<file path="src/rtl/param_regfile_alu_pkg.sv">
// Shared constants for the register-file ALU: opcodes, FSM encoding and the
// hex-to-segment table used by the display scanner.
package param_regfile_alu_pkg;

    localparam logic [2:0] OP_ADD = 3'd0;
    localparam logic [2:0] OP_SUB = 3'd1;
    localparam logic [2:0] OP_NOT = 3'd2;
    localparam logic [2:0] OP_MUL = 3'd3;
    localparam logic [2:0] OP_AND = 3'd4;
    localparam logic [2:0] OP_OR  = 3'd5;
    localparam logic [2:0] OP_XOR = 3'd6;
    localparam logic [2:0] OP_SHL = 3'd7;

    localparam logic [1:0] ST_IDLE  = 2'd0;
    localparam logic [1:0] ST_READ  = 2'd1;
    localparam logic [1:0] ST_EXEC  = 2'd2;
    localparam logic [1:0] ST_WRITE = 2'd3;

    // Segment order is g..a, active-low.
    function automatic logic [6:0] hex_to_a2g(input logic [3:0] h);
        logic [6:0] seg;
        seg = 7'h7F;
        case (h)
            4'h0: seg = 7'b1000000;
            4'h1: seg = 7'b1111001;
            4'h2: seg = 7'b0100100;
            4'h3: seg = 7'b0110000;
            4'h4: seg = 7'b0011001;
            4'h5: seg = 7'b0010010;
            4'h6: seg = 7'b0000010;
            4'h7: seg = 7'b1111000;
            4'h8: seg = 7'b0000000;
            4'h9: seg = 7'b0010000;
            4'hA: seg = 7'b0001000;
            4'hB: seg = 7'b0000011;
            4'hC: seg = 7'b1000110;
            4'hD: seg = 7'b0100001;
            4'hE: seg = 7'b0000110;
            4'hF: seg = 7'b0001110;
        endcase
        return seg;
    endfunction

endpackage

</file>
<file path="src/rtl/param_regfile_alu_seg7_scan.sv">
// Multiplexed 7-segment scanner: digits 0..D-1 show Q1, digits 4..4+D-1 show Q2,
// remaining slots are blanked so the scan period is independent of WIDTH.
module seg7_scan
    import param_regfile_alu_pkg::*;
#(
    parameter int WIDTH     = 8,
    parameter int SCAN_BITS = 20
) (
    input  logic             clk_i,
    input  logic             rst_i,
    input  logic [WIDTH-1:0] q1_i,
    input  logic [WIDTH-1:0] q2_i,
    input  logic             zero_i,
    output logic [7:0]       an_o,
    output logic [6:0]       a2g_o,
    output logic             dp_o
);

    localparam int D = WIDTH / 4;

    logic [SCAN_BITS-1:0] scan_cnt_q, scan_cnt_d;
    logic [2:0]           digit;
    logic [1:0]           slot;
    logic [15:0]          q1_ext, q2_ext;
    logic [3:0]           nibble;
    logic                 active;

    assign scan_cnt_d = scan_cnt_q + 1'b1;

    always_ff @(posedge clk_i) begin
        if (rst_i) scan_cnt_q <= '0;
        else       scan_cnt_q <= scan_cnt_d;
    end

    assign q1_ext = 16'(q1_i);
    assign q2_ext = 16'(q2_i);
    assign digit  = scan_cnt_q[SCAN_BITS-1 -: 3];
    assign slot   = digit[1:0];
    assign active = (int'(slot) < D);

    always_comb begin
        an_o   = 8'hFF;
        a2g_o  = 7'h7F;
        dp_o   = 1'b1;
        nibble = digit[2] ? q2_ext[{slot, 2'b00} +: 4] : q1_ext[{slot, 2'b00} +: 4];
        if (active) begin
            an_o[digit] = 1'b0;
            a2g_o       = hex_to_a2g(nibble);
            dp_o        = ~((digit == 3'd0) && zero_i);
        end
    end

endmodule

</file>
<file path="src/rtl/param_regfile_alu.sv">
// Register-file ALU: one READ/EXEC/WRITE pass per step tick, optional
// write-back to mem[N1], zero/carry flags, operands scanned on the display.
module param_regfile_alu
    import param_regfile_alu_pkg::*;
#(
    parameter int WIDTH     = 8,
    parameter int DEPTH     = 32,
    parameter int INIT_VAL  = 1,
    parameter int STEP_DIV  = 8388608,
    parameter int SCAN_BITS = 20
) (
    input  logic                     CLK100MHZ,
    input  logic                     reset,
    input  logic [$clog2(DEPTH)-1:0] N1,
    input  logic [$clog2(DEPTH)-1:0] N2,
    input  logic [2:0]               op,
    input  logic                     WE,
    output logic                     busy,
    output logic                     zero,
    output logic                     carry,
    output logic                     DP,
    output logic [7:0]               AN,
    output logic [6:0]               A2G,
    output logic [1:0]               state_dbg_o
);

    localparam int SW  = (STEP_DIV > 1) ? $clog2(STEP_DIV) : 1;
    localparam int HW  = WIDTH / 2;
    localparam int SHW = $clog2(WIDTH);

    logic [WIDTH-1:0] mem_q [DEPTH];
    logic [SW-1:0]    step_cnt_q;
    logic             step_tick;
    logic [1:0]       state_q, state_d;
    logic [WIDTH-1:0] q1_q, q2_q, result_q;
    logic [2:0]       op_q;
    logic             zero_q, carry_q;

    logic [WIDTH:0]   alu_sum;
    logic [WIDTH-1:0] alu_res, mul_a, mul_b;
    logic             alu_carry;

    assign step_tick = (step_cnt_q == SW'(STEP_DIV - 1));

    always_ff @(posedge CLK100MHZ) begin
        if (reset || step_tick) step_cnt_q <= '0;
        else                    step_cnt_q <= step_cnt_q + 1'b1;
    end

    // Ticks arriving outside IDLE are dropped, not queued.
    always_comb begin
        state_d = state_q;
        case (state_q)
            ST_IDLE: if (step_tick) state_d = ST_READ;
            ST_READ: state_d = ST_EXEC;
            ST_EXEC: state_d = ST_WRITE;
            default: state_d = ST_IDLE;
        endcase
    end

    always_ff @(posedge CLK100MHZ) begin
        if (reset) state_q <= ST_IDLE;
        else       state_q <= state_d;
    end

    always_ff @(posedge CLK100MHZ) begin
        if (reset) begin
            for (int i = 0; i < DEPTH; i++) mem_q[i] <= WIDTH'(INIT_VAL);
        end else if (state_q == ST_WRITE && WE) begin
            mem_q[N1] <= result_q;
        end
    end

    // Multiply uses only the low halves so the product always fits in WIDTH.
    assign mul_a = WIDTH'(q1_q[HW-1:0]);
    assign mul_b = WIDTH'(q2_q[HW-1:0]);

    always_comb begin
        alu_sum   = '0;
        alu_res   = '0;
        alu_carry = 1'b0;
        case (op_q)
            OP_ADD: begin
                alu_sum   = {1'b0, q1_q} + {1'b0, q2_q};
                alu_res   = alu_sum[WIDTH-1:0];
                alu_carry = alu_sum[WIDTH];
            end
            OP_SUB: begin
                alu_res   = q1_q - q2_q;
                alu_carry = (q1_q < q2_q);
            end
            OP_NOT:  alu_res = ~q1_q;
            OP_MUL:  alu_res = mul_a * mul_b;
            OP_AND:  alu_res = q1_q & q2_q;
            OP_OR:   alu_res = q1_q | q2_q;
            OP_XOR:  alu_res = q1_q ^ q2_q;
            default: alu_res = q1_q << q2_q[SHW-1:0];
        endcase
    end

    always_ff @(posedge CLK100MHZ) begin
        if (reset) begin
            q1_q     <= WIDTH'(INIT_VAL);
            q2_q     <= WIDTH'(INIT_VAL);
            op_q     <= OP_ADD;
            result_q <= '0;
            zero_q   <= 1'b0;
            carry_q  <= 1'b0;
        end else begin
            if (state_q == ST_READ) begin
                q1_q <= mem_q[N1];
                q2_q <= mem_q[N2];
                op_q <= op;
            end
            if (state_q == ST_EXEC) begin
                result_q <= alu_res;
                zero_q   <= (alu_res == '0);
                carry_q  <= alu_carry;
            end
        end
    end

    assign busy        = (state_q != ST_IDLE);
    assign zero        = zero_q;
    assign carry       = carry_q;
    assign state_dbg_o = state_q;

    seg7_scan #(
        .WIDTH     (WIDTH),
        .SCAN_BITS (SCAN_BITS)
    ) u_scan (
        .clk_i  (CLK100MHZ),
        .rst_i  (reset),
        .q1_i   (q1_q),
        .q2_i   (q2_q),
        .zero_i (zero_q),
        .an_o   (AN),
        .a2g_o  (A2G),
        .dp_o   (DP)
    );

endmodule
</file>
<file path="config.mk">
export PLATFORM = sky130hd
export DESIGN_NAME = param_regfile_alu
export DESIGN_NICKNAME = d
export VERILOG_FILES = /design/src/rtl/param_regfile_alu_pkg.sv /design/src/rtl/param_regfile_alu_seg7_scan.sv /design/src/rtl/param_regfile_alu.sv
export SDC_FILE = /design/constraint.sdc
export NUM_CORES = 1
export LEC_CHECK = 0
export BUFFER_PORTS_ARGS = -buffer_cell sky130_fd_sc_hd__buf_2
export CELL_PAD_IN_SITES_DETAIL_PLACEMENT = 1
export CELL_PAD_IN_SITES_GLOBAL_PLACEMENT = 2
export CORE_MARGIN = 2
export CORE_UTILIZATION = 41
export CTS_CLUSTER_SIZE = 28
export DETAILED_ROUTE_END_ITERATION = 7
export GPL_TIMING_DRIVEN = 1
export HOLD_SLACK_MARGIN = 0.03
export PLACE_DENSITY = 0.87
export SETUP_SLACK_MARGIN = 0.2
export SYNTH_ARGS = -nofsm -noshare
export SYNTH_HDL_FRONTEND = slang
export SYNTH_SLANG_ARGS = --single-unit
</file>
<file path="constraint.sdc">
create_clock -name CLK100MHZ -period 3.55 [get_ports CLK100MHZ]
set_input_delay 0.355 -clock CLK100MHZ [delete_from_list [all_inputs] [get_ports CLK100MHZ]]
set_output_delay 0.355 -clock CLK100MHZ [all_outputs]
set_load 0.02 [all_outputs]
</file>
# --- Word-level counts from Yosys, hierarchy flattened ---
# Memory sizes are Yosys's and may differ from the RTL's. A register that Yosys moved wholly into a read port is not among the register bits.
# Cells that the tools add are included.
totals:
  ff_bits: 58
  ram_bits: 256
  romBits: 112
  n_memories: 2
  out_inout_bits: 21
  inputBits: 16
classes:
  multipliers: 1
  order_cmp: 4
  n_addsub: 4
  reduce_logical: 10
  n_eq_ne: 11
  n_bitwise: 6
  n_mux: 18
  shifts: 3
mem_list:
  columns: ["name", "depth", "word_bits", "read_ports", "rd_ports_with_merged_regs", "write_ports", "line_no", "text"]
  rows:
  - ["mem_q", 32, 8, 2, 2, 32, "param_regfile_alu.sv:31", "logic [WIDTH-1:0] mem_q [DEPTH];"]
  - ["(no name shown)", 16, 7, 1, 0, 0, "param_regfile_alu_pkg.sv:23", "case (h)"]
op_table:
  columns: ["operator", "count"]
  rows:
  - ["$pmux W8 S7", 1]
  - ["$shiftx A16 B5 Y4", 2]
  - ["$add A23 B1 Y23 const B", 1]
  - ["$eq A23 B23 Y1 const B", 1]
  - ["$add A20 B1 Y20 const B", 1]
  - ["$mux W8", 2]
  - ["$not A8 Y8", 2]
  - ["$add A8 B8 Y9", 1]
  - ["$eq A3 B3 Y1 const B", 3]
  - ["$and A8 B8 Y8", 1]
  - ["$logic_not A8 Y1", 1]
  - ["$lt A8 B8 Y1", 1]
  - ["$mul A4 B4 Y8", 1]
  - ["$mux W1", 8]
  - ["$or A8 B8 Y8", 1]
  - ["$reduce_or A8 Y1", 1]
  - ["$shl A8 B3 Y8", 1]
  - ["$sub A8 B8 Y8", 1]
  - ["$xor A8 B8 Y8", 1]
  - ["$mux W7", 1]
  - ["$eq A3 B2 Y1 const B", 2]
  - ["$logic_not A3 Y1", 2]
  - ["$pmux W2 S3", 1]
  - ["$mux W5", 1]
  - ["16 further kinds", 19]

# --- Depth between registers and ports, before layout ---
logic_depth:
  depth_word: 7
  ltp_mapped: 15
  mapped_depth_nobuf: 14

# --- By module ---
# Synthesis repeated with hierarchy kept, for this count alone.
hier_totals:
  cells_unflattened: 1526
  hier_area_um2: 19067.0
by_module_without_submodules:
  columns: ["mod", "instances", "cells_per_inst", "area_each_um2", "seq_area_each_um2"]
  rows:
  - ["param_regfile_alu", 1, 1369, 17744.5, 8768.4]
  - ["seg7_scan", 1, 157, 1322.5, 400.4]

# --- Worst setup path after synthesis ---
# No wires, ideal clock.
synth_path:
  path_kind: "register to register"
  start: "register q2_q[1], read port of mem_q"
  end: "register result_q[6]"
  path_slack_ns: -0.050
  setup_ns: 0.139
  arrival_time_ns: 3.461
  stages_incl_launch_ff: 15
  synth_period_minus_slack_ns: 3.600
  cell_sequence: "dfxtp_1 -> clkbuf_1 -> nand2_1 -> fa_1 -> inv_1 -> fa_1 -> inv_1 -> fa_1 -> inv_1 -> a21o_1 -> a21oi_1 -> xnor2_1 -> a221o_1 -> a221oi_1 -> a211oi_1"
synth_via:
  elab_chain_len: 2
  elab_cells_between_ends: 5
  cone_classes: "2 x add/sub; 1 x mul; 1 x shift; 1 x mux"
synth_lines:
  columns: ["item", "line_no", "text"]
  rows:
  - ["start, declared", "param_regfile_alu.sv:35", "logic [WIDTH-1:0] q1_q, q2_q, result_q;"]
  - ["$mul A4 B4 Y8 (tied with other cells)", "param_regfile_alu.sv:93", "OP_MUL: alu_res = mul_a * mul_b;"]
  - ["$pmux W8 S7 *", "param_regfile_alu.sv:82", "case (op_q)"]
  - ["end signal, assigned", "param_regfile_alu.sv:116", "result_q <= alu_res;"]
  - ["end, declared", "param_regfile_alu.sv:35", null]
# Mark *: on every way between the ends. The rest lies on a longest branch, timed or not.
# A chain may end at the register's enable or synchronous reset.

# --- Worst setup path in the final report ---
layout_path:
  start: "register q1_q[0], read port of mem_q"
  end: "register zero_q, in the netlist zero"
layout_via:
  elab_chain_len: 3
  elab_cells_between_ends: 10
  cone_classes: "2 x add/sub; 1 x mul; 1 x shift; 1 x mux; 4 x bitwise; 1 x reduce/logical"
layout_lines:
  columns: ["item", "line_no", "text"]
  rows:
  - ["start, declared", "param_regfile_alu.sv:35", null]
  - ["$mul A4 B4 Y8 (tied with other cells)", "param_regfile_alu.sv:93", null]
  - ["$pmux W8 S7 *", "param_regfile_alu.sv:82", null]
  - ["$logic_not A8 Y1 *", "param_regfile_alu.sv:117", "zero_q <= (alu_res == '0);"]
  - ["end signal, assigned", "param_regfile_alu.sv:117", null]
  - ["end, declared", "param_regfile_alu.sv:37", "logic zero_q, carry_q;"]
# Marks and branches as above.

==> run metrics <==
status complete, no violations; CTS tree done; mux cell area share after synthesis 0.203; P per Cell Area 535 nW/um2; initial DRC count 1108; Max Cap Violations 0; Mapped Avg Cell Area 12.6 um2; core area 45600 um2; crit path DAT 3.76 ns; WL per Instance 25.5 um; Hold Path Class in2reg; Max Slew Vio Count 0; Initial Util 0.417; clock latency on the worst-skew pair 0.58 ns; synthesized-area fraction occupied by and/or/nand/nor cells 0.169; DP Wirelength 39.5 mm; Num CTS Buffers 39; filler cell count 4663; Routed Wire Length 55.2 mm; Max-slew headroom 0.443; largest net degree at the start of global routing 70; H-tree Lvls 2; Seq/Total Area, Yosys 0.482; Placed Cells 2088; Synth Area in Compound Gates 0.0509; largest family of logic cells by synthesized area multiplexers; post-route DRC violation count 0; routability cong. 0.896; Synth warnings 0; setup_tns 0 ns; Die H 219 um; initial antenna violation count 8; Root Buffer clkbuf_16; Startpoint Class register; Post-synth EDFFs 256; FMAX 307 MHz; main flop type after synthesis edfxtp_1; Total Die Area 48100 um2; Sink Count 330; Synth Instances 1508; post-detailed-route count of antenna-violating nets 0; FF/Latch Area 9190 um2; ys async rst share 0; Vias 12885; slew at the pin with the worst max-slew slack 0.835 ns; Die Width 219 um; synthesized-area fraction occupied by adder cells 0.0386; Max Root-Sink Buffers 3; Setup Skew 0.0246 ns; Critical Path Sink Type register; Post-DP Area 19900 um2; post-synthesis cell type count 59; fin area 21200 um2; layout cells sized above 1 0.236; total grt overflow 0; leakage 7.52 nW; Multi-input gate area 9250 um2; required time worst endpoint 4.05 ns; # setup viols final 0; Reg clk slew, reported paths 0.06 ns; Crit Path Max Fanout 2; flip-flop and latch count after synthesis 330; PortBufs 32; GRT Total Usage 0.237; Crit Path Class reg2reg; global-route wire length before repair 84.9 mm; Cell Area, Synth 19000 um2; Max VDD drop 0.000445 V; final hold vios 0; period utilisation layout 0.917; Area growth syn-to-layout 11.7%; Ports 37; vias in the first global route 13717; Non-Filler Instances 2163; Final min period 3.25 ns; via density per instance 5.96; Synth Area in XOR/XNOR 0.0207; row count 78; drt pass-1 iters 5; RSZ-0062 raised after global routing yes; nets 1602
-- synthesized netlist by cell type, drive strengths merged (3+ instances only) --
cell	n	area share
o211ai	4	0.0016
nand3b	6	0.0024
dfxtp	74	0.078
xor2	26	0.012
or3	39	0.013
buf	40	0.012
o221ai	4	0.0018
and4	4	0.0018
mux2i	25	0.013
ha	49	0.032
a211oi	20	0.0079
o22ai	9	0.0030
and2	227	0.075
edfxtp	256	0.40
nand2	47	0.0093
a32oi	3	0.0014
nor2	143	0.028
o21ai	14	0.0037
nand2b	15	0.0049
a221o	3	0.0016
nor3	11	0.0029
a211o	3	0.0014
or2	36	0.012
clkbuf	75	0.015
nor2b	10	0.0033
o21bai	6	0.0024
fa	6	0.0063
xnor2	19	0.0088
nand4	8	0.0026
nand3	28	0.0074
inv	37	0.0073
a21oi	32	0.0084
mux2	9	0.0053
o31ai	4	0.0016
a221oi	4	0.0018
a22oi	12	0.0047
mux4	156	0.18
a31oi	6	0.0020
a21o	5	0.0020
o41ai	3	0.0014
and3	14	0.0046
-- flip-flops by register name, indices dropped and copies added, names as in the netlist --
name               count
state_dbg_o            2
q1_q                   8
zero                   1
result_q               8
op_q                   3
mem_q                256
step_cnt_q            23
q2_q                   8
carry                  1
u_scan.scan_cnt_q     20
-- power breakdown --
group	total (mW)	internal (mW)	switching, mW	leakage (nW)
Sequential	4.49	4.33	0.163	3.13
Combinational	2.97	1.19	1.77	3.78
Clock	3.90	2.26	1.65	0.604
-- critical path: stages (launching register included) --
cell and delay (ns):
dfxtp_2 0.34, nand2_2 0.07, fa_1 0.54, inv_1 0.06, fa_1 0.58, inv_1 0.07, fa_2 0.53, nand2_1 0.05
o21ai_0 0.11, o221ai_1 0.18, a221oi_2 0.26, and4_1 0.25, a41o_1 0.16
-- layout by cell type, fill, tap and decap left out, types with 8 or more instances in the layout --
| cell | netlist | routed |
|---|---|---|
| buf_4 | 9 | 59 |
| nor2_1 | 143 | 143 |
| nand4_1 | 8 | 8 |
| edfxtp_1 | 256 | 256 |
| inv_1 | 37 | 36 |
| mux2_2 | 9 | 9 |
| nand3_1 | 28 | 28 |
| clkbuf_1 | 75 | 10 |
| clkbuf_16 | 0 | 40 |
| ha_1 | 49 | 46 |
| mux4_2 | 156 | 156 |
| xor2_1 | 26 | 26 |
| buf_2 | 18 | 30 |
| nand2_1 | 47 | 45 |
| clkinv_2 | 0 | 8 |
| dfxtp_1 | 74 | 67 |
| nor3_1 | 11 | 11 |
| nand2b_1 | 15 | 14 |
| a21oi_1 | 32 | 31 |
| or3_1 | 39 | 39 |
| a22oi_1 | 12 | 12 |
| o22ai_1 | 9 | 9 |
| and2_1 | 227 | 227 |
| a211oi_1 | 20 | 19 |
| mux2i_1 | 25 | 25 |
| xnor2_1 | 19 | 19 |
| o21ai_0 | 14 | 13 |
| nor2b_1 | 10 | 10 |
| or2_2 | 35 | 35 |
| and3_1 | 14 | 14 |
-- path summary, 6_finish.rpt --
check	slack, ns	cells past startpoint	startpoint	endpoint
max reg2reg	0.30	12	q1_q[0]	zero
max	0.30	12	q1_q[0]	zero
min	0.05	3	op[0]	op_q[0]
min reg2reg	0.47	1	u_scan.scan_cnt_q[0]	u_scan.scan_cnt_q[0]
-- stage by stage --
stage,hold slack (ns),utilization,setup WS [ns],total power [mW]
2_1_floorplan,0.426,-,0.218,6.52
3_3_place_gp,0.440,0.437,0.166,7.38
3_5_place_dp,0.456,0.437,0.101,7.45
4_1_cts,0.0348,0.465,0.200,11.4
5_1_grt,0.0593,0.466,0.167,11.9
6_report,0.0475,0.466,0.295,11.4
-- metal layers --
layer | routed length, um | GRT usage | part of all wire | up-vias
met3 | 4110 | 0.0449 | 0.074 | 133
li1 | - | - | - | 5652
met4 | 2350 | 0.104 | 0.043 | 6
met1 | 22400 | 0.311 | 0.41 | 6590
met2 | 26300 | 0.385 | 0.48 | 504
met5 | 35 | 0 | 0.00063 | -
-- kinds of logic after synthesis --
group	count (synthesis)
mux	190
flops	330
compound gates	141
simple gates	593
xor+xnor	45
fa+ha+maj	55
other cells	1
buf+inv	153
-- final cells by class --
class | count | area share
antenna | 2 | 0.000236
clock buffer | 51 | 0.0495
clock inverter | 20 | 0.00825
inverter | 38 | 0.00672
multi-input combinational | 1028 | 0.435
sequential | 330 | 0.432
tap | 600 | 0.0353
timing repair buffer | 94 | 0.0322
-- what timing repair did --
action / CTS / global route
endpoints found under the hold margin: 1 / 0
gates resized for setup: 7 / 13
setup buffers: 0 / 1
cloned: 0 / 0
endpoints found under the setup margin: 7 / 5
hold buffers: 1 / 0
pin swaps: 2 / 5
Note: power is estimated with default switching activity, not from simulation.
